## config.mk

```make
export PLATFORM = sky130hd
export DESIGN_NAME = keypad_entry_ctrl
export DESIGN_NICKNAME = d
export VERILOG_FILES = /design/src/rtl/keypad_entry_ctrl.sv
export SDC_FILE = /design/constraint.sdc
export NUM_CORES = 1
export LEC_CHECK = 0
export ABC_AREA = 1
export CELL_PAD_IN_SITES_DETAIL_PLACEMENT = 1
export CELL_PAD_IN_SITES_GLOBAL_PLACEMENT = 2
export CORE_UTILIZATION = 30
export DETAILED_ROUTE_END_ITERATION = 10
export PLACE_DENSITY_LB_ADDON = 0.1
export SLEW_MARGIN = 20
export SYNTH_ARGS = -nofsm -noshare
export SYNTH_HDL_FRONTEND = slang
export SYNTH_SLANG_ARGS = --single-unit
```

## constraint.sdc

```tcl
create_clock -name clk -period 2.2 [get_ports clk]
set_input_delay 0.55 -clock clk [delete_from_list [all_inputs] [get_ports clk]]
set_output_delay 0.55 -clock clk [all_outputs]
set_load 0.02 [all_outputs]
```

## src/rtl/keypad_entry_ctrl.sv

```systemverilog
// Keypad code-entry sequencer: debounced-edge digit capture, code compare, fail lockout.
// Optional inactivity timeout is built when ENTRY_TIMEOUT_EN is defined.
module keypad_entry_ctrl #(
  parameter int DIGITS         = 4,
  parameter int MAX_FAIL       = 3,
  parameter int LOCK_CYCLES    = 50_000_000,
  parameter int TIMEOUT_CYCLES = 250_000_000
) (
  input  logic                         clk,
  input  logic                         rst,
  input  logic                         key_valid,
  input  logic [3:0]                   key_num,
  input  logic                         enter,
  input  logic                         clear,
  input  logic [4*DIGITS-1:0]          code_ref,
  output logic [4*DIGITS-1:0]          entry,
  output logic [$clog2(DIGITS+1)-1:0]  count,
  output logic                         match,
  output logic                         fail,
  output logic                         locked,
  output logic                         timeout,
  output logic [1:0]                   state_dbg
);

  localparam int CW = $clog2(DIGITS+1);
  localparam int FW = $clog2(MAX_FAIL+1);
  localparam int LW = $clog2(LOCK_CYCLES+1);
  localparam logic [CW-1:0] DIGITS_C   = CW'(DIGITS);
  localparam logic [FW-1:0] MAX_FAIL_C = FW'(MAX_FAIL);
  localparam logic [LW-1:0] LOCK_LAST  = LW'(LOCK_CYCLES-1);

  typedef enum logic [1:0] {
    S_IDLE   = 2'd0,
    S_ENTRY  = 2'd1,
    S_CHECK  = 2'd2,
    S_LOCKED = 2'd3
  } state_t;

  state_t state, state_d;

  logic kv_q, en_q, cl_q;
  logic key_ev, ent_ev, clr_ev;

  logic [4*DIGITS-1:0] entry_d, entry_shift;
  logic [CW-1:0]       count_d;
  logic                match_d, fail_d, timeout_d;
  logic [FW-1:0]       fail_cnt, fail_cnt_d, fail_cnt_inc;
  logic [LW-1:0]       lock_cnt, lock_cnt_d;

  // Edge registers keep tracking in every state so no stale edge survives lockout.
  assign key_ev = key_valid & ~kv_q;
  assign ent_ev = enter & ~en_q;
  assign clr_ev = clear & ~cl_q;

  assign fail_cnt_inc = fail_cnt + FW'(1);
  assign locked       = (state == S_LOCKED);
  assign state_dbg    = state;

  generate
    if (DIGITS == 1) begin : g_one
      assign entry_shift = key_num;
    end else begin : g_many
      assign entry_shift = {entry[4*DIGITS-5:0], key_num};
    end
  endgenerate

`ifdef ENTRY_TIMEOUT_EN
  localparam int TW = $clog2(TIMEOUT_CYCLES+1);
  localparam logic [TW-1:0] TIMEOUT_LAST = TW'(TIMEOUT_CYCLES-1);
  logic [TW-1:0] idle_cnt, idle_cnt_d;

  always_ff @(posedge clk or posedge rst) begin
    if (rst) idle_cnt <= '0;
    else     idle_cnt <= idle_cnt_d;
  end
`endif

  always_comb begin
    state_d    = state;
    entry_d    = entry;
    count_d    = count;
    match_d    = 1'b0;
    fail_d     = 1'b0;
    timeout_d  = 1'b0;
    fail_cnt_d = fail_cnt;
    lock_cnt_d = lock_cnt;
`ifdef ENTRY_TIMEOUT_EN
    idle_cnt_d = idle_cnt;
`endif
    case (state)
      S_IDLE, S_ENTRY: begin
        // clear > enter > digit; a winning event swallows the others that cycle.
        if (clr_ev) begin
          entry_d = '0;
          count_d = '0;
          state_d = S_IDLE;
`ifdef ENTRY_TIMEOUT_EN
          idle_cnt_d = '0;
`endif
        end else if (ent_ev) begin
          if (state == S_ENTRY) state_d = S_CHECK;
`ifdef ENTRY_TIMEOUT_EN
          idle_cnt_d = '0;
`endif
        end else if (key_ev && (key_num <= 4'd9) && (count < DIGITS_C)) begin
          entry_d = entry_shift;
          count_d = count + CW'(1);
          state_d = S_ENTRY;
`ifdef ENTRY_TIMEOUT_EN
          idle_cnt_d = '0;
`endif
        end
`ifdef ENTRY_TIMEOUT_EN
        else if (state == S_ENTRY) begin
          if (idle_cnt == TIMEOUT_LAST) begin
            timeout_d  = 1'b1;
            entry_d    = '0;
            count_d    = '0;
            state_d    = S_IDLE;
            idle_cnt_d = '0;
          end else begin
            idle_cnt_d = idle_cnt + TW'(1);
          end
        end
`endif
      end
      S_CHECK: begin
        entry_d = '0;
        count_d = '0;
        if ((count == DIGITS_C) && (entry == code_ref)) begin
          match_d    = 1'b1;
          fail_cnt_d = '0;
          state_d    = S_IDLE;
        end else begin
          fail_d = 1'b1;
          if (fail_cnt_inc >= MAX_FAIL_C) begin
            fail_cnt_d = '0;
            lock_cnt_d = '0;
            state_d    = S_LOCKED;
          end else begin
            fail_cnt_d = fail_cnt_inc;
            state_d    = S_IDLE;
          end
        end
      end
      S_LOCKED: begin
        if (lock_cnt == LOCK_LAST) begin
          lock_cnt_d = '0;
          state_d    = S_IDLE;
        end else begin
          lock_cnt_d = lock_cnt + LW'(1);
        end
      end
      default: state_d = S_IDLE;
    endcase
  end

  always_ff @(posedge clk or posedge rst) begin
    if (rst) begin
      state    <= S_IDLE;
      kv_q     <= 1'b0;
      en_q     <= 1'b0;
      cl_q     <= 1'b0;
      entry    <= '0;
      count    <= '0;
      match    <= 1'b0;
      fail     <= 1'b0;
      timeout  <= 1'b0;
      fail_cnt <= '0;
      lock_cnt <= '0;
    end else begin
      state    <= state_d;
      kv_q     <= key_valid;
      en_q     <= enter;
      cl_q     <= clear;
      entry    <= entry_d;
      count    <= count_d;
      match    <= match_d;
      fail     <= fail_d;
      timeout  <= timeout_d;
      fail_cnt <= fail_cnt_d;
      lock_cnt <= lock_cnt_d;
    end
  end

endmodule

```

==> qor.yml <==
critical_path:
  r2r_start: "lock_cnt[0]"
  endpoint_kind: "register"
  worstPathArrival_ns: 2.30
  r2r_slack_ns: 0.36
  crit_path_start_kind: "input pin"
  r2r_cells: 10
  path_class: "input pin to register"
  regToRegEndpoint: "lock_cnt[12]"
  cp.required_ns: 2.43
  cp_max_fo: 18
power:
  vdd_ir_drop_max_mv: 0.372
  p_total_w: 0.00464
  leakagePower_nw: 1.94
  power_density_mw_per_mm2: 1160
die:
  num_io_pins: 50
  die_w_um: 106
  initial_core_util: 0.311
  dieArea_mm2: 0.0112
  rows: 37
  core_area_mm2: 0.0104
  die_h_um: 106
sta:
  fin_crit_sh: 0.938
  holdWs_ns: 0.559
  hold_viol: 0
  setup_ws_ns: 0.136
  fin_crit_ns: 2.06
  setup_viol: 0
  fin_worst_skew_ns: 0.00993
  rsz0062_at_grt: "no"
  drv_slew: 0
  max_freq_ghz: 0.484
placed_design:
  numPortBuffers: 48
  place_area_mm2: 0.00388
  gp_congestion: 0.787
  dpl.hpwl_um: 6930
  place_worst_setup_slack_ns: -0.257
grt:
  grt_pass1_wl_um: 15400
  grt_max_degree: 55
  overflow: 0
  track_usage: 0.174
  antenna_found_initial: 0
  grt_pass1_vias: 3031
clock_network:
  clk_latency_ns: 0.31
  cts_buffers: 5
  cts.root.buffer_cell: "clkbuf_8"
  clk_path_buf_depth: 2
  cts_tree: "done"
  htreeDepth: 2
  cts.clk_slew.worst_paths_ns: 0.11
  clock_sinks: 54
  holdBufCountCts: 0
detailed_routing:
  via_per_inst: 4.69
  drcViolationCount: 0
  antenna_left: 0
  wire_per_inst_um: 14.3
  num_vias: 3009
  drt_iter0_drc: 78
  drt_first_pass_iters: 4
  finalWirelength_um: 9150
cells_and_area:
  antenna_cells: 0
  drive_above_1_share: 0.0812
  final_nets: 532
  multi_input_area_mm2: 0.00149
  fillCellCount: 1330
  stdcell_area_mm2: 0.00400
  area_delta_synth_final_pct: 24.0
  final_common_cell: "nand2_1"
  ff_latch_area_mm2: 0.00135
  final_cell_mix: "nand2_1 (128), inv_1 (74), dfrtp_1 (54)"
synth:
  synthesis.nets: 478
  synth-seq-cells: 54
  syn_area_mm2: 0.00322
  syn_area_per_cell_um2: 7.16
  ys_types: 34
  ys_seq_area_frac: 0.419
  syn_inst: 450
  yosys_warnings: 0
status:
  status: "completed"
worst_hold_path:
  worstHoldPathType: "register to register"
  min-delay-start: "lock_cnt[24]"
  holdPathStages: 2
  min_to: "lock_cnt[24]"
flow_run:
  drv_cap: 0
area by class of cell:
class                      count  share of cell area
multi-input combinational    306               0.373
sequential                    54               0.338
timing repair buffer          57               0.144
inverter                      80              0.0751
tap                          136              0.0426
clock buffer                   5              0.0172
clock inverter                 3              0.0100
synth_stat cells, drive strengths merged:
master / number / area share
a21oi: 12 / 0.019
a22oi: 1 / 0.0023
buf: 8 / 0.023
clkbuf: 2 / 0.0023
conb: 1 / 0.0012
dfrtp: 54 / 0.42
ha: 3 / 0.012
inv: 80 / 0.093
nand2: 133 / 0.16
nand3: 53 / 0.089
nand3b: 1 / 0.0023
nand4: 6 / 0.012
nor2: 41 / 0.054
nor3: 10 / 0.019
nor3b: 2 / 0.0062
o211ai: 2 / 0.0047
o21ai: 9 / 0.014
o21bai: 2 / 0.0047
o22ai: 19 / 0.037
or2: 3 / 0.0058
xnor2: 5 / 0.014
xor2: 3 / 0.0082
stage by stage:
| stage | cells | utilization | TNS (ns) |
|---|---|---|---|
| after floorplan | 450 | - | 0 |
| after global placement | 633 | 0.375 | -3.59 |
| after detailed placement | 633 | 0.375 | -4.22 |
| after CTS | 641 | 0.385 | 0 |
| after global routing | 641 | 0.385 | 0 |
| final | 641 | 0.385 | 0 |
critical path, stage by stage:
cell and delay (ns):
clkdlybuf4s50_1 0.44, o21ai_0 0.40, buf_4 0.19, nand2_1 0.05, nand2_1 0.07, nand2_1 0.08
inv_2 0.09, nand3_4 0.21, o21ai_0 0.21
timing repair:
action,in CTS,in global routing
endpoints found under the setup margin,0,1
gates resized for setup,0,1
buffers inserted,0,0
logic make-up (layout without fill, tap and decap cells):
kind of cell,count (synthesis),in the layout,synth area share
xor gates and xnor gates,8,8,0.0217
other,1,1,0.00116
buffers and inverters,90,145,0.118
and+or+nand+nor,249,249,0.347
AOI/OAI and AO/OA,45,45,0.0812
DFF,54,54,0.419
adders and majority gates,3,3,0.0117
layer usage:
layer	GRT usage	wire [µm]	vias to the layer above
li1	-	-	1526
met1	0.242	4530	1445
met2	0.293	4340	36
met3	0.0198	232	2
met4	0.0327	44	0
met5	0	0	-
power by group:
group / switching [W] / internal (W) / leakage [nW]
Combinational: 0.00123 / 0.000853 / 1.16
Clock: 0.000353 / 0.000336 / 0.0579
Sequential: 0.000468 / 0.00140 / 0.723
Total: 0.00205 / 0.00259 / 1.94
worst max path at each step:
stage,start,endpoint,slack [ns],depth (start not counted)
floorplan,rst,cl_q,0.34,1
global placement,key_num[2],count[0],-0.23,9
detailed placement,key_num[2],count[0],-0.26,9
CTS,state_dbg[1],locked,0.02,3
global route,key_num[2],entry[5],0.01,9
finish,key_num[2],count[0],0.14,9
flip-flops by register name, indices dropped and copies added, names as in the netlist:
register   count
cl_q           1
fail           1
lock_cnt      26
state_dbg      2
count          3
kv_q           1
entry         16
match          1
en_q           1
fail_cnt       2
(Power assumes the default switching activity.)
